File: src/rtl/fft_frame_arbiter_if.sv
// FIFO-side, FFT-side and status signals of the FFT frame arbiter.
// The master modport is the arbiter; slave is its environment.
interface fft_frame_arbiter_if #(
    parameter int DATA_W = 48,
    parameter int CNT_W  = 13
);
    logic [DATA_W-1:0] S0_DOUT;
    logic              S0_EMPTY;
    logic [CNT_W-1:0]  S0_COUNT;
    logic              S0_RD_EN;
    logic              S0_DIR;
    logic [DATA_W-1:0] S1_DOUT;
    logic              S1_EMPTY;
    logic [CNT_W-1:0]  S1_COUNT;
    logic              S1_RD_EN;
    logic              S1_DIR;
    logic [DATA_W-1:0] M_TDATA;
    logic              M_TVALID;
    logic              M_TREADY;
    logic              M_TLAST;
    logic              M_TUSER;
    logic [7:0]        CFG_TDATA;
    logic              CFG_TVALID;
    logic              CFG_TREADY;
    logic [1:0]        GRANT;
    logic              FRAME_DONE;
    logic              STALL_ERR;

    modport master (
        input  S0_DOUT, S0_EMPTY, S0_COUNT, S0_DIR,
        input  S1_DOUT, S1_EMPTY, S1_COUNT, S1_DIR,
        input  M_TREADY, CFG_TREADY,
        output S0_RD_EN, S1_RD_EN,
        output M_TDATA, M_TVALID, M_TLAST, M_TUSER,
        output CFG_TDATA, CFG_TVALID,
        output GRANT, FRAME_DONE, STALL_ERR
    );

    modport slave (
        output S0_DOUT, S0_EMPTY, S0_COUNT, S0_DIR,
        output S1_DOUT, S1_EMPTY, S1_COUNT, S1_DIR,
        output M_TREADY, CFG_TREADY,
        input  S0_RD_EN, S1_RD_EN,
        input  M_TDATA, M_TVALID, M_TLAST, M_TUSER,
        input  CFG_TDATA, CFG_TVALID,
        input  GRANT, FRAME_DONE, STALL_ERR
    );
endinterface

File: src/rtl/fft_frame_arbiter.sv
// Shares one FFT/IFFT core between two FWFT sample FIFOs,
// one config word plus one whole frame per grant.
module fft_frame_arbiter #(
    parameter int DATA_W    = 48,
    parameter int FRAME_LEN = 512,
    parameter int CNT_W     = 13,
    parameter int STALL_MAX = 4096
) (
    input  logic                SYS_CLK,
    input  logic                SYS_RSTN,
    fft_frame_arbiter_if.master bus
);
    localparam int BW = $clog2(FRAME_LEN);
    localparam int SW = $clog2(STALL_MAX + 1);

    typedef enum logic [1:0] {IDLE, CFG, READ, DONE} state_t;

    state_t            state;
    logic [1:0]        grant;
    logic              chan;
    logic              cfg_dir;
    logic              cfg_valid;
    logic              last_grant;
    logic              frame_done;
    logic              stall_err;
    logic [BW-1:0]     beat_cnt;
    logic [SW-1:0]     stall_cnt;

    logic              elig0;
    logic              elig1;
    logic              pick1;
    logic              in_read;
    logic              src_empty;
    logic [DATA_W-1:0] src_dout;
    logic              m_valid;
    logic              accept;
    logic              is_last;

    assign elig0     = bus.S0_COUNT >= CNT_W'(FRAME_LEN);
    assign elig1     = bus.S1_COUNT >= CNT_W'(FRAME_LEN);
    // ch1 wins when alone, or on a tie when ch0 went last
    assign pick1     = elig1 && (!elig0 || !last_grant);
    assign in_read   = state == READ;
    assign src_empty = chan ? bus.S1_EMPTY : bus.S0_EMPTY;
    assign src_dout  = chan ? bus.S1_DOUT : bus.S0_DOUT;
    assign m_valid   = in_read && !src_empty;
    assign accept    = m_valid && bus.M_TREADY;
    assign is_last   = beat_cnt == BW'(FRAME_LEN - 1);

    assign bus.M_TVALID   = m_valid;
    assign bus.M_TDATA    = in_read ? src_dout : '0;
    assign bus.M_TLAST    = m_valid && is_last;
    assign bus.M_TUSER    = chan;
    assign bus.S0_RD_EN   = accept && !chan;
    assign bus.S1_RD_EN   = accept && chan;
    assign bus.CFG_TDATA  = {7'b0, cfg_dir};
    assign bus.CFG_TVALID = cfg_valid;
    assign bus.GRANT      = grant;
    assign bus.FRAME_DONE = frame_done;
    assign bus.STALL_ERR  = stall_err;

    always_ff @(posedge SYS_CLK or negedge SYS_RSTN) begin
        if (!SYS_RSTN) begin
            state      <= IDLE;
            grant      <= 2'b00;
            chan       <= 1'b0;
            cfg_dir    <= 1'b0;
            cfg_valid  <= 1'b0;
            last_grant <= 1'b1;
            frame_done <= 1'b0;
            beat_cnt   <= '0;
        end else begin
            unique case (state)
                IDLE: begin
                    if (elig0 || elig1) begin
                        grant     <= pick1 ? 2'b10 : 2'b01;
                        chan      <= pick1;
                        cfg_dir   <= pick1 ? bus.S1_DIR : bus.S0_DIR;
                        cfg_valid <= 1'b1;
                        state     <= CFG;
                    end
                end
                CFG: begin
                    if (bus.CFG_TREADY) begin
                        cfg_valid <= 1'b0;
                        state     <= READ;
                    end
                end
                READ: begin
                    if (accept && is_last) begin
                        beat_cnt   <= '0;
                        grant      <= 2'b00;
                        frame_done <= 1'b1;
                        state      <= DONE;
                    end else if (accept) begin
                        beat_cnt <= beat_cnt + 1'b1;
                    end
                end
                DONE: begin
                    frame_done <= 1'b0;
                    last_grant <= chan;
                    state      <= IDLE;
                end
                default: state <= IDLE;
            endcase
        end
    end

    // Watchdog counts consecutive refused beats; the error stays until reset
    always_ff @(posedge SYS_CLK or negedge SYS_RSTN) begin
        if (!SYS_RSTN) begin
            stall_cnt <= '0;
            stall_err <= 1'b0;
        end else if (!in_read || accept) begin
            stall_cnt <= '0;
        end else if (m_valid) begin
            if (stall_cnt != SW'(STALL_MAX))
                stall_cnt <= stall_cnt + 1'b1;
            if (stall_cnt == SW'(STALL_MAX - 1))
                stall_err <= 1'b1;
        end
    end
endmodule

File: src/flat_wrapper.sv
// flat-port wrapper written by rule: the top's interface ports become plain ports
module fft_frame_arbiter_flat 
#(
    parameter int DATA_W    = 48,
    parameter int FRAME_LEN = 512,
    parameter int CNT_W     = 13,
    parameter int STALL_MAX = 4096
)
  (SYS_CLK, SYS_RSTN, bus_S0_DOUT, bus_S0_EMPTY, bus_S0_COUNT, bus_S0_DIR, bus_S1_DOUT, bus_S1_EMPTY, bus_S1_COUNT, bus_S1_DIR, bus_M_TREADY, bus_CFG_TREADY, bus_S0_RD_EN, bus_S1_RD_EN, bus_M_TDATA, bus_M_TVALID, bus_M_TLAST, bus_M_TUSER, bus_CFG_TDATA, bus_CFG_TVALID, bus_GRANT, bus_FRAME_DONE, bus_STALL_ERR);
  fft_frame_arbiter_if #(.DATA_W(DATA_W), .CNT_W(CNT_W)) bus_i ();
  input  logic SYS_CLK;
  input  logic SYS_RSTN;
  input wire logic [$bits(bus_i.S0_DOUT)-1:0] bus_S0_DOUT;
  input wire logic [$bits(bus_i.S0_EMPTY)-1:0] bus_S0_EMPTY;
  input wire logic [$bits(bus_i.S0_COUNT)-1:0] bus_S0_COUNT;
  input wire logic [$bits(bus_i.S0_DIR)-1:0] bus_S0_DIR;
  input wire logic [$bits(bus_i.S1_DOUT)-1:0] bus_S1_DOUT;
  input wire logic [$bits(bus_i.S1_EMPTY)-1:0] bus_S1_EMPTY;
  input wire logic [$bits(bus_i.S1_COUNT)-1:0] bus_S1_COUNT;
  input wire logic [$bits(bus_i.S1_DIR)-1:0] bus_S1_DIR;
  input wire logic [$bits(bus_i.M_TREADY)-1:0] bus_M_TREADY;
  input wire logic [$bits(bus_i.CFG_TREADY)-1:0] bus_CFG_TREADY;
  output wire logic [$bits(bus_i.S0_RD_EN)-1:0] bus_S0_RD_EN;
  output wire logic [$bits(bus_i.S1_RD_EN)-1:0] bus_S1_RD_EN;
  output wire logic [$bits(bus_i.M_TDATA)-1:0] bus_M_TDATA;
  output wire logic [$bits(bus_i.M_TVALID)-1:0] bus_M_TVALID;
  output wire logic [$bits(bus_i.M_TLAST)-1:0] bus_M_TLAST;
  output wire logic [$bits(bus_i.M_TUSER)-1:0] bus_M_TUSER;
  output wire logic [$bits(bus_i.CFG_TDATA)-1:0] bus_CFG_TDATA;
  output wire logic [$bits(bus_i.CFG_TVALID)-1:0] bus_CFG_TVALID;
  output wire logic [$bits(bus_i.GRANT)-1:0] bus_GRANT;
  output wire logic [$bits(bus_i.FRAME_DONE)-1:0] bus_FRAME_DONE;
  output wire logic [$bits(bus_i.STALL_ERR)-1:0] bus_STALL_ERR;
  assign bus_i.S0_DOUT = bus_S0_DOUT;
  assign bus_i.S0_EMPTY = bus_S0_EMPTY;
  assign bus_i.S0_COUNT = bus_S0_COUNT;
  assign bus_i.S0_DIR = bus_S0_DIR;
  assign bus_i.S1_DOUT = bus_S1_DOUT;
  assign bus_i.S1_EMPTY = bus_S1_EMPTY;
  assign bus_i.S1_COUNT = bus_S1_COUNT;
  assign bus_i.S1_DIR = bus_S1_DIR;
  assign bus_i.M_TREADY = bus_M_TREADY;
  assign bus_i.CFG_TREADY = bus_CFG_TREADY;
  assign bus_S0_RD_EN = bus_i.S0_RD_EN;
  assign bus_S1_RD_EN = bus_i.S1_RD_EN;
  assign bus_M_TDATA = bus_i.M_TDATA;
  assign bus_M_TVALID = bus_i.M_TVALID;
  assign bus_M_TLAST = bus_i.M_TLAST;
  assign bus_M_TUSER = bus_i.M_TUSER;
  assign bus_CFG_TDATA = bus_i.CFG_TDATA;
  assign bus_CFG_TVALID = bus_i.CFG_TVALID;
  assign bus_GRANT = bus_i.GRANT;
  assign bus_FRAME_DONE = bus_i.FRAME_DONE;
  assign bus_STALL_ERR = bus_i.STALL_ERR;
  fft_frame_arbiter #(.DATA_W(DATA_W), .FRAME_LEN(FRAME_LEN), .CNT_W(CNT_W), .STALL_MAX(STALL_MAX)) u_core (.SYS_CLK(SYS_CLK), .SYS_RSTN(SYS_RSTN), .bus(bus_i));
endmodule
File: config.mk
export PLATFORM = sky130hd
export DESIGN_NAME = fft_frame_arbiter_flat
export DESIGN_NICKNAME = d
export VERILOG_FILES = /design/src/rtl/fft_frame_arbiter_if.sv /design/src/rtl/fft_frame_arbiter.sv /design/src/flat_wrapper.sv
export SDC_FILE = /design/constraint.sdc
export NUM_CORES = 1
export LEC_CHECK = 0
export CAP_MARGIN = 40
export CORE_ASPECT_RATIO = 0.6
export CORE_UTILIZATION = 25
export DETAILED_ROUTE_END_ITERATION = 7
export DONT_BUFFER_PORTS = 1
export PLACE_DENSITY = 0.46
export SYNTH_ARGS = -nofsm -noshare
export SYNTH_HDL_FRONTEND = slang
export SYNTH_SLANG_ARGS = --single-unit
File: constraint.sdc
create_clock -name SYS_CLK -period 2.44 [get_ports SYS_CLK]
set_clock_uncertainty 0.15 [all_clocks]
set_input_delay 0.488 -clock SYS_CLK [delete_from_list [all_inputs] [get_ports SYS_CLK]]
set_output_delay 0.488 -clock SYS_CLK [all_outputs]
set_load 0.05 [all_outputs]
== Word level (Yosys, flattened, before mapping) ==
Cells that the tools add are included.
Word-level totals
  bits in registers: 32
  input port bits: 130
  output and inout bits: 66
  logic and storage cells: 76
Operators by class
  add/sub/neg operators: 2
  order comparisons: 2
  equality and inequality tests: 9
  muxes and demuxes: 22
  bitwise logic cells: 1
  reductions and logical operators: 30
Operators with widths (count)
  $mux 48: 2
  $mux 13: 3
  $ge 13x10->1 const B: 2
  $mux 9: 2
  $add 13x1->13 const B: 1
  $eq 13x12->1 const B: 1
  $ne 13x13->1 const B: 1
  $mux 2: 6
  $reduce_and 3->1: 4
  $reduce_bool 2->1: 6
  $add 9x1->9 const B: 1
  $eq 9x9->1 const B: 1
  $pmux 2 s4: 1
  $reduce_and 2->1: 4
  $logic_and 1x1->1: 7
  $logic_not 1->1: 5
  $mux 1: 5
  $eq 2x2->1 const B: 2
  $ne 2x2->1 const B: 2
  $pmux 1 s2: 2
  $pmux 2 s2: 1
  $logic_or 1x1->1: 3
  $eq 2x1->1 const B: 1
  $logic_not 2->1: 1
  2 further kinds: 2

== Longest topological paths before layout ==
Gate-level depths: netlist of run 1.
  word-level depth: 7
  mapped depth: 9

== Worst setup path before layout of run 1 ==
Ideal clock, no wire load.
  path type: register -> output
  from: register u_core.chan, in the netlist u_core.bus.M_TUSER
  to: output bus_S0_RD_EN
  arrival time: 2.191 ns
  required time: 1.802 ns
  slack: -0.389 ns
  cell stages (with the launch flop): 7
  buffers on the path: 3
  cells stage by stage: dfrtp_1 -> buf_6 -> mux2i_4 -> nand3_1 -> buf_2 -> clkbuf_1 -> nor2_1
Between the ends
  word-level cells in the longest chain between the ends: 5
  elaborated cells between the ends (all ways): 6
Ends and longest elaborated chain
  start: declaration: line fft_frame_arbiter.sv:20  | logic chan;
  start signal: assignment: line fft_frame_arbiter.sv:77  | chan <= pick1;
  $mux 1: line fft_frame_arbiter.sv:44  | assign src_empty = chan ? bus.S1_EMPTY : bus.S0_EMPTY;
  $logic_not 1->1: line fft_frame_arbiter.sv:46  | assign m_valid = in_read && !src_empty;
  $logic_and 1x1->1: line fft_frame_arbiter.sv:46
  $logic_and 1x1->1: line fft_frame_arbiter.sv:47  | assign accept = m_valid && bus.M_TREADY;
  $logic_and 1x1->1 (*): line fft_frame_arbiter.sv:54  | assign bus.S0_RD_EN = accept && !chan;
  end: declaration: line flat_wrapper.sv:23  | output wire logic [$bits(bus_i.S0_RD_EN)-1:0] bus_S0_RD_EN;
Mark *: on every way between the ends. The rest lies on a longest branch, timed or not.

== Final worst setup path of run 1 ==
  from: register u_core.beat_cnt[1]
  to: output bus_M_TLAST
Between the ends
  word-level cells in the longest chain between the ends: 2
Ends and longest elaborated chain
  start: declaration: line fft_frame_arbiter.sv:26  | logic [BW-1:0] beat_cnt;
  start signal: assignment: line fft_frame_arbiter.sv:96  | beat_cnt <= beat_cnt + 1'b1;
  $eq 9x9->1: line fft_frame_arbiter.sv:48  | assign is_last = beat_cnt == BW'(FRAME_LEN - 1);
  $logic_and 1x1->1: line fft_frame_arbiter.sv:52  | assign bus.M_TLAST = m_valid && is_last;
  end: declaration: line flat_wrapper.sv:27  | output wire logic [$bits(bus_i.M_TLAST)-1:0] bus_M_TLAST;
No other way between the ends.

==> flow_metrics.env, run 1 <==
export IMPL_run_status="finished with violations"
export IMPL_violations="negative setup slack"
export IMPL_p_int_uw=3062
export IMPL_drive_above_1_share_pct=38.67
export IMPL_path_class="flip-flop to output pin"
export IMPL_hold_start="bus_CFG_TREADY"
export IMPL_finalCritPeriodShare_pct=100.7
export IMPL_critical_path_top_delay_family="simple AND/OR/NAND/NOR gates"
export IMPL_clk_pin_slew_worst_paths_ns=0.05
export IMPL_ys_seq_area_share_pct=29.91
export IMPL_leakage_uw=0.001776
export IMPL_drtIter0Drc=104
export IMPL_syn_avg_cell_area_um2=8.791
export IMPL_cts_root_buf="clkbuf_16"
export IMPL_place_hpwl_um=6137
export IMPL_utilization_pct=41.88
export IMPL_viasPerCell=4.746
export IMPL_die_x_um=135.7
export IMPL_htree_levels=2
export IMPL_power_switching_uw=2728
export IMPL_n_antenna_cell=0
export IMPL_port_buffers=0
export IMPL_finalNetCount=500
export IMPL_vias=2359
export IMPL_cp_startpoint="u_core.beat_cnt[1]"
export IMPL_relSlewSlack_pct=64.28
export IMPL_slew_violations=0
export IMPL_cts_tree="built"
export IMPL_die_area_mm2=0.01116
export IMPL_max_clock_path_buffers=2
export IMPL_final_instance_count_excl_fill=497
export IMPL_io_pins=196
export IMPL_clock_sinks=32
export IMPL_worstPathArrival_ns=1.82
export IMPL_cp_start_kind="flip-flop"
export IMPL_hold_viol=0
export IMPL_switching_share_pct=47.12
export IMPL_synth_area_mm2=0.002681
export IMPL_synth_seq_cells=32
export IMPL_synth_edff_count=0
export IMPL_end_kind="output pin"
export IMPL_dp_cells=482
export IMPL_yosys_warnings=0
export IMPL_grt_pass1_wl_um=11080
export IMPL_place_congestion=0.7884
export IMPL_drt_first_pass_iters=4
export IMPL_crit_slowest_cell="dfrtp_1"
export IMPL_gr_total_overflow=0
export IMPL_fp_dieH_um=82.22
export IMPL_p_clk_share_pct=10.8
export IMPL_min_path_type="input port to flip-flop"
export IMPL_setup_viol=1
export IMPL_grt_start_max_net_pins=45
export IMPL_core_mm2=0.01012
export IMPL_ant_nets=0
export IMPL_critPathRequiredTime_ns=1.80
export IMPL_dominantRegCellSynth="dfrtp_1"
export IMPL_clock_latency_ns=0.27
export IMPL_cts_buffers=5
export IMPL_dp_slack_ns=-0.04093
export IMPL_fp_row_count=28
export IMPL_antenna_found_initial=0
export IMPL_finalCriticalPeriod_ns=2.458
export IMPL_grt_pass1_vias=2105
export IMPL_final_cell_mix="51 x mux2i_1, 51 x buf_12, 48 x nor2b_2"
export IMPL_fmax_ghz=0.4068
export IMPL_r2r_start="u_core.beat_cnt[1]"
export IMPL_rsz0062_at_grt="yes"
export IMPL_routedWlPerCell_um=15.37
export IMPL_critPathBufInv=1
export IMPL_syn_inst=305
export IMPL_synthArstFlopShare_pct=100.0
export IMPL_combPwrFrac_pct=73.9
export IMPL_grt_usage_pct=12.73
export IMPL_fin_ws_ns=-0.01797
export IMPL_cp_common_cell="ha_2"
export IMPL_p_per_area_mw_per_mm2=1365
export IMPL_synth_cell_types=46
export IMPL_cpPeakStageDelay_ns=0.38
export IMPL_worstPathCellList="ha_2 -> nand3_2 -> or2_4 -> nor2_2 -> ha_2 -> and3_4 -> buf_12"
export IMPL_synthToLayoutAreaGrowth_pct=58.14
export IMPL_max_cap_viol_count=0
export IMPL_irDropWorstVdd_uv=761.7
export IMPL_cp_max_fo=3
export IMPL_tightest_slew_ns=0.5358
export IMPL_pwr_share_seq_pct=15.3
export IMPL_routed_wl_um=7639
export IMPL_route_detailed_drc=0
export IMPL_initial_core_util_pct=26.48
-- worst min-delay path, delay by kind of cell --
kind             cells  cell delay, ns
AO/OA/AOI/OAI        1            0.06
AND/OR/NAND/NOR      2            0.09
-- stage by stage --
step	instance area (µm²)	total power, µW	TNS, ns	hold WS (ns)
6_report	4240	5789	-0.01797	0.2489
5_1_grt	4240	6068	-0.09916	0.2687
4_1_cts	4161	5752	-0.1407	0.2441
3_5_place_dp	3963	5078	-0.04093	0.04309
3_3_place_gp	3963	5028	0	0.04325
2_1_floorplan	2840	3430	0	0.04241
-- metal layers --
layer  wire (µm)  global-route usage (%)
met1        3503                   18.10
met2        3786                   20.36
met3         318                   1.893
met4          31                   2.697
met5           0                       0
-- power by group through the flow --
stage	combinational (µW)	clock (µW)	sequential, µW
2_1_floorplan	2590	0	839
3_3_place_gp	4120	0	912
3_5_place_dp	4160	0	919
4_1_cts	4200	641	909
5_1_grt	4500	656	908
6_report	4280	623	888
-- worst paths after layout --
| check | end | slack (ns) | cells after the start |
|---|---|---|---|
| worst max register to register | u_core.state[1] | 0.17 | 10 |
| max in group asynchronous | u_core.last_grant | 1.36 | 2 |
| worst min-delay path | u_core.bus.CFG_TVALID | 0.25 | 3 |
| worst max-delay path | bus_M_TLAST | -0.02 | 7 |
| worst min register to register | u_core.beat_cnt[8] | 0.36 | 2 |
| min in group asynchronous | u_core.stall_cnt[7] | 0.52 | 2 |
-- Yosys cell counts, drive strengths merged, types with 6 or more instances --
| cell type | instances | area share [%] |
|---|---|---|
| inv | 10 | 1.4 |
| nand3 | 11 | 2.1 |
| mux2i | 52 | 20 |
| ha | 9 | 4.2 |
| nor2b | 50 | 12 |
| dfrtp | 31 | 29 |
| clkbuf | 9 | 1.3 |
| a21oi | 9 | 1.7 |
| nand2 | 20 | 2.8 |
| buf | 14 | 3.6 |
| nor3 | 6 | 1.1 |
| o21ai | 15 | 2.8 |
| nor2 | 18 | 2.5 |
-- registers in the layout, summed over array words and instances, names as in the netlist --
name,cells
u_core.beat_cnt,9
u_core.bus.CFG_TVALID,1
u_core.bus.FRAME_DONE,1
u_core.bus.GRANT,2
u_core.bus.M_TUSER,1
u_core.bus.STALL_ERR,1
u_core.cfg_dir,1
u_core.last_grant,1
u_core.stall_cnt,13
u_core.state,2
-- cells by family (layout without fill, tap and decap cells) --
logic type      after synthesis  after routing  synth area share (%)
xor+xnor                      6              6                 1.960
compound gates               38             38                 8.820
simple gates                131            131                 27.58
mux                          55             55                 21.14
fa+ha+maj                     9              9                 4.200
buf+inv                      33             84                 6.253
flops                        32             32                 29.91
other cells                   1              7                0.1399
-- area by class of cell --
type                            instances  area (µm²)
Clock buffer                            8       146.4
Sequential cell                        32       805.8
Tap cell                              135       168.9
Multi-Input combinational cell        246        1918
Timing Repair Buffer                   66        1164
Inverter                               10       37.54
Fill cell                             954        5884
-- repair_timing --
action                                 in CTS  in global routing
hold buffers                                2                  0
pin swaps                                   0                  4
endpoints found under the hold margin      32                  0
setup buffers                               1                  4
setup endpoints to repair                  35                 51
resized for setup                           5                 10
Power figures use the tool's default switching activity.
==> run 2, diff against run 1 <==
--- a/config.mk
+++ b/config.mk
@@ -7,10 +7,10 @@
 export LEC_CHECK = 0
 export CAP_MARGIN = 40
 export CORE_ASPECT_RATIO = 0.6
-export CORE_UTILIZATION = 25
+export CORE_UTILIZATION = 50
 export DETAILED_ROUTE_END_ITERATION = 7
 export DONT_BUFFER_PORTS = 1
-export PLACE_DENSITY = 0.46
+export PLACE_DENSITY = 0.74
 export SYNTH_ARGS = -nofsm -noshare
 export SYNTH_HDL_FRONTEND = slang
 export SYNTH_SLANG_ARGS = --single-unit
==> run 2 against run 1 <==
The flow still finishes with violations (negative setup slack); critical path type unchanged; cell count is 12% lower; first-iteration DRC count grew 0.96%; highest routed layer unchanged; hold slack got worse by 0.011 ns; largest power group unchanged; non-clock buffer count up 7; combinational power is 4% higher; sequential cell count stayed put.
==> flow_metrics.env, run 2 (same netlist as run 1, synthesis figures left out) <==
export IMPL_max_cap_viol_count=0
export IMPL_min_path_type="input port to flip-flop"
export IMPL_clk_pin_slew_worst_paths_ns=0.07
export IMPL_top_regs="u_core.stall_cnt x13, u_core.beat_cnt x9"
export IMPL_place_hpwl_um=6451
export IMPL_relSlewSlack_pct=62.64
export IMPL_end_kind="output pin"
export IMPL_irDropWorstVdd_uv=941.2
export IMPL_max_clock_path_buffers=2
export IMPL_finalSetupTns_ns=-0.07281
export IMPL_cts_tree="built"
export IMPL_switching_share_pct=48.98
export IMPL_grt_usage_pct=29.73
export IMPL_violations="negative setup slack"
export IMPL_cts_buffers=5
export IMPL_gr_total_overflow=0
export IMPL_tightest_slew_ns=0.5604
export IMPL_vias=2596
export IMPL_core_mm2=0.005105
export IMPL_drive_above_1_share_pct=39.84
export IMPL_worstPathArrival_ns=1.87
export IMPL_route_detailed_drc=0
export IMPL_pwr_share_seq_pct=15.8
export IMPL_hold_viol=0
export IMPL_layout_commonest_cell="buf_12"
export IMPL_rsz0062_at_grt="yes"
export IMPL_n_fill_cell=312
export IMPL_run_status="finished with violations"
export IMPL_grt_start_max_net_pins=53
export IMPL_holdWs_ns=0.2378
export IMPL_die_x_um=96.54
export IMPL_r2r_start="u_core.beat_cnt[0]"
export IMPL_antenna_found_initial=0
export IMPL_critPathRequiredTime_ns=1.80
export IMPL_synthToLayoutAreaGrowth_pct=55.62
export IMPL_path_class="flip-flop to output pin"
export IMPL_initial_core_util_pct=52.52
export IMPL_regMostFlops="u_core.stall_cnt"
export IMPL_clock_sinks=32
export IMPL_fp_dieH_um=58.73
export IMPL_r2r_slack_ns=0.07
export IMPL_finalCritPeriodShare_pct=103.0
export IMPL_die_area_mm2=0.005669
export IMPL_p_clk_share_pct=7.6
export IMPL_place_congestion=0.8861
export IMPL_routedWlPerCell_um=19.96
export IMPL_cts_root_buf="clkbuf_8"
export IMPL_setup_viol=1
export IMPL_finalCriticalPeriod_ns=2.513
export IMPL_io_pins=196
export IMPL_clock_latency_ns=0.29
export IMPL_grt_pass1_wl_um=12390
export IMPL_slew_violations=0
export IMPL_power_switching_uw=2835
export IMPL_p_int_uw=2953
export IMPL_grt_pass1_vias=2486
export IMPL_largest_reg_flops=13
export IMPL_n_antenna_cell=0
export IMPL_rr_worst_depth=10
export IMPL_cp_max_fo=3
export IMPL_p_per_area_mw_per_mm2=1387
export IMPL_viasPerCell=5.968
export IMPL_drtIter0Drc=105
export IMPL_fp_row_count=20
export IMPL_htree_levels=2
export IMPL_port_buffers=0
export IMPL_utilization_pct=81.74
export IMPL_routed_wl_um=8683
export IMPL_final_cell_mix="54 x buf_12, 51 x mux2i_1, 48 x nor2b_2"
export IMPL_cp_start_kind="flip-flop"
export IMPL_dp_slack_ns=-0.01702
export IMPL_fmax_ghz=0.3980
export IMPL_fin_ws_ns=-0.07281
export IMPL_combPwrFrac_pct=76.6
export IMPL_endpoint="bus_M_TLAST"
export IMPL_finalNetCount=507
export IMPL_ant_nets=0
export IMPL_drt_first_pass_iters=4
export IMPL_leakage_uw=0.001789
export IMPL_reg2reg_to="u_core.state[1]"
export IMPL_cp_startpoint="u_core.beat_cnt[0]"
==> run 2: cell types whose count changed in the layout (fill, tap and decap cells not counted), moves of 2 or more <==
cell	delta
buf_4	+5
clkbuf_16	-5
clkbuf_8	+5
buf_12	+3
clkbuf_1	-2
clkinv_2	+2
==> run 2: worst min-delay path by stage <==
stage                              start                    end  slack (ns)  cells after the start
final                     bus_CFG_TREADY  u_core.bus.CFG_TVALID        0.24                      3
after global routing      bus_CFG_TREADY  u_core.bus.CFG_TVALID        0.25                      3
after CTS                 bus_CFG_TREADY  u_core.bus.CFG_TVALID        0.24                      3
after detailed placement        SYS_RSTN   u_core.bus.STALL_ERR        0.04                      0
after global placement          SYS_RSTN   u_core.bus.STALL_ERR        0.04                      0
after floorplan                 SYS_RSTN     u_core.beat_cnt[0]        0.04                      0
==> run 2: power groups by stage <==
stage,logic (µW),registers [µW],clock network [µW]
final,4430,915,439
after floorplan,2590,839,0
after detailed placement,4180,939,0
after global routing,4620,923,462
after global placement,4090,926,0
after CTS,4300,901,436
==> run 2: per-layer routing <==
layer,share of wire [%],track usage [%],vias up
li1,-,-,1170
met1,37,34.96,1251
met2,53,53.32,145
met3,6.9,7.494,30
met4,3.3,9.874,0
met5,0,0,-
==> run 2: layout make-up <==
type                       count  area, µm²  area share [%]
clock buffer                   6      82.58           1.979
clock inverter                 2      10.01          0.2399
tap                           66      82.58           1.979
sequential                    32      805.8           19.31
timing repair buffer          73       1230           29.48
multi-input combinational    246       1924           46.12
inverter                      10      37.54          0.8996
==> run 2: what timing repair did <==
item,CTS,global route
pin swaps,3,3
hold buffers,2,0
hold endpoints to repair,32,0
setup endpoints to repair,38,52
gates cloned,0,0
buffers inserted,4,8
resized for setup,8,5
==> run 2: stage by stage <==
stage / cell area [µm²] / std cells / power [µW]
2_1_floorplan: 2840 / 311 / 3430
5_1_grt: 4173 / 435 / 6001
6_report: 4173 / 435 / 5788
3_3_place_gp: 3901 / 413 / 5017
4_1_cts: 4081 / 427 / 5635
3_5_place_dp: 3901 / 413 / 5122
==> run 2: worst max-delay path: stages (launching register included) <==
cell	delay (ns)
dfrtp_1	0.43
ha_4	0.18
nand3_4	0.08
or2_4	0.29
nor2_4	0.09
ha_2	0.18
and3_4	0.19
buf_12	0.13
==> run 3, diff against run 2 <==
--- a/config.mk
+++ b/config.mk
@@ -7,10 +7,11 @@
 export LEC_CHECK = 0
 export CAP_MARGIN = 40
 export CORE_ASPECT_RATIO = 0.6
-export CORE_UTILIZATION = 50
+export CORE_UTILIZATION = 47
+export CTS_BUF_LIST = sky130_fd_sc_hd__clkbuf_4 sky130_fd_sc_hd__clkbuf_8
 export DETAILED_ROUTE_END_ITERATION = 7
 export DONT_BUFFER_PORTS = 1
-export PLACE_DENSITY = 0.74
+export PLACE_DENSITY = 0.7
 export SYNTH_ARGS = -nofsm -noshare
 export SYNTH_HDL_FRONTEND = slang
 export SYNTH_SLANG_ARGS = --single-unit
==> run 3 against run 2 <==
The flow now finishes without violations; largest cell class unchanged; cell count up 1.8%; via count down 5.7%; sequential share of layout area about the same; highest routed layer unchanged; power down 1.5%; setup slack better by 0.088 ns; clock-buffer cell count down 1.
==> flow_metrics.env, run 3 (same netlist as run 1, synthesis figures left out) <==
export IMPL_irDropWorstVdd_uv=813.8
export IMPL_die_x_um=99.51
export IMPL_grt_pass1_vias=2362
export IMPL_p_per_area_mw_per_mm2=1368
export IMPL_finalCritPeriodShare_pct=99.40
export IMPL_viasPerCell=5.526
export IMPL_io_pins=196
export IMPL_routedWlPerCell_um=17.66
export IMPL_antenna_found_initial=0
export IMPL_n_fill_cell=349
export IMPL_rsz0062_at_grt="yes"
export IMPL_synthToLayoutAreaGrowth_pct=55.39
export IMPL_hold_viol=0
export IMPL_port_buffers=0
export IMPL_top_usage_layer="met2"
export IMPL_max_cap_viol_count=0
export IMPL_worstPathArrival_ns=1.79
export IMPL_drtIter0Drc=96
export IMPL_fmax_ghz=0.4123
export IMPL_largest_reg_flops=13
export IMPL_tightest_slew_ns=0.5892
export IMPL_finalNetCount=504
export IMPL_vias=2448
export IMPL_die_area_mm2=0.006021
export IMPL_routed_wl_um=7824
export IMPL_regMostFlops="u_core.stall_cnt"
export IMPL_finalCriticalPeriod_ns=2.425
export IMPL_grt_start_max_net_pins=42
export IMPL_slew_violations=0
export IMPL_clock_latency_ns=0.29
export IMPL_setup_viol=0
export IMPL_multi_input_area_mm2=0.001917
export IMPL_ant_nets=0
export IMPL_critical_path_top_delay_family="simple AND/OR/NAND/NOR gates"
export IMPL_min_path_type="input port to flip-flop"
export IMPL_path_class="flip-flop to output pin"
export IMPL_gr_total_overflow=0
export IMPL_end_kind="output pin"
export IMPL_drive_above_1_share_pct=39.62
export IMPL_met1_usage_pct=32.21
export IMPL_utilization_pct=78.91
export IMPL_relSlewSlack_pct=60.72
export IMPL_n_antenna_cell=0
export IMPL_leakage_uw=0.001772
export IMPL_crit_slowest_cell="dfrtp_1"
export IMPL_place_hpwl_um=6245
export IMPL_place_congestion=0.8265
export IMPL_final_cell_mix="53 x buf_12, 51 x mux2i_1, 48 x nor2b_2"
export IMPL_critPathBufInv=1
export IMPL_cts_tree="built"
export IMPL_grt_pass1_wl_um=11620
export IMPL_run_status="completed"
export IMPL_worstPathCellList="ha_2 -> nand3_2 -> or2_4 -> nor2_4 -> ha_4 -> and3_4 -> buf_12"
export IMPL_regArea_um2=805.8
export IMPL_clk_pin_slew_worst_paths_ns=0.08
export IMPL_cp_max_fo=2
export IMPL_cts_root_buf="clkbuf_8"
export IMPL_max_clock_path_buffers=2
export IMPL_grtUsageMet3_pct=5.415
export IMPL_fp_row_count=20
export IMPL_place_area_mm2=0.003918
export IMPL_drt_first_pass_iters=4
export IMPL_cp_start_kind="flip-flop"
export IMPL_grt_usage_pct=25.28
export IMPL_core_mm2=0.005280
export IMPL_layout_commonest_cell="buf_12"
export IMPL_cts_buffers=5
export IMPL_cpPeakStageDelay_ns=0.37
export IMPL_met2_usage_pct=46.53
export IMPL_finalInstanceArea_mm2=0.004167
export IMPL_htree_levels=2
export IMPL_top_regs="u_core.stall_cnt x13, u_core.beat_cnt x9"
export IMPL_clock_sinks=32
export IMPL_initial_core_util_pct=50.78
export IMPL_fp_dieH_um=60.51
export IMPL_route_detailed_drc=0
export IMPL_critPathRequiredTime_ns=1.80
run 3: worst paths after layout:
check	from	endpoint	slack (ns)	depth (start not counted)
setup / recovery	u_core.beat_cnt[0]	bus_M_TLAST	0.01	7
hold / removal	bus_CFG_TREADY	u_core.bus.CFG_TVALID	0.22	3
setup reg to reg	u_core.beat_cnt[0]	u_core.state[1]	0.22	10
hold reg to reg	u_core.stall_cnt[12]	u_core.bus.STALL_ERR	0.40	1
max in group asynchronous	SYS_RSTN	u_core.last_grant	1.40	2
min in group asynchronous	SYS_RSTN	u_core.beat_cnt[6]	0.50	2
run 3: where the power goes:
part	switching [µW]	internal, µW	total (µW)	leakage (µW)
Combinational	2300	2000	4300	0.00131
Clock	212	302	514	0.0000541
Sequential	233	650	883	0.000408
run 3: stage by stage:
stage          worst slack, ns   TNS, ns  std cells  power (µW)  hold slack (ns)
2_1_floorplan          0.06714         0        311        3430          0.04241
3_3_place_gp            0.1676         0        426        5011          0.04327
3_5_place_dp           0.03573         0        426        5105          0.04310
4_1_cts               0.004954         0        439        5700           0.2213
5_1_grt               -0.04791  -0.06092        443        5941           0.2509
6_report               0.01470         0        443        5700           0.2209
run 3: layout make-up:
type | count | area share [%]
multi-input cells | 246 | 46.01
well taps | 77 | 2.312
clock buffers | 5 | 1.652
flip-flops and latches | 32 | 19.34
clock inverters | 3 | 1.021
inverters | 10 | 0.9009
repair buffers | 70 | 28.77
run 3: metal layers:
metal	wire length, µm	part of all wire (%)	vias to the layer above
li1	-	-	1170
met1	3184	41	1172
met2	4221	54	102
met3	390	5.0	4
met4	27	0.35	0
met5	0	0	-
run 3: worst register-to-register path, stage by stage, from the launching register on:
cell and delay [ns]:
dfrtp_1 0.37, ha_2 0.20, nand3_2 0.09, or2_4 0.28, nor2_4 0.10, ha_4 0.14, buf_4 0.11, inv_1 0.08
o21ai_1 0.18, nand3_1 0.12, mux2_2 0.28
run 3: repair_timing:
item	4_1_cts	5_1_grt
setup endpoints to repair	42	29
pin swaps	4	2
setup buffers	3	4
hold buffers	2	0
resized for setup	10	4
hold endpoints to repair	32	0
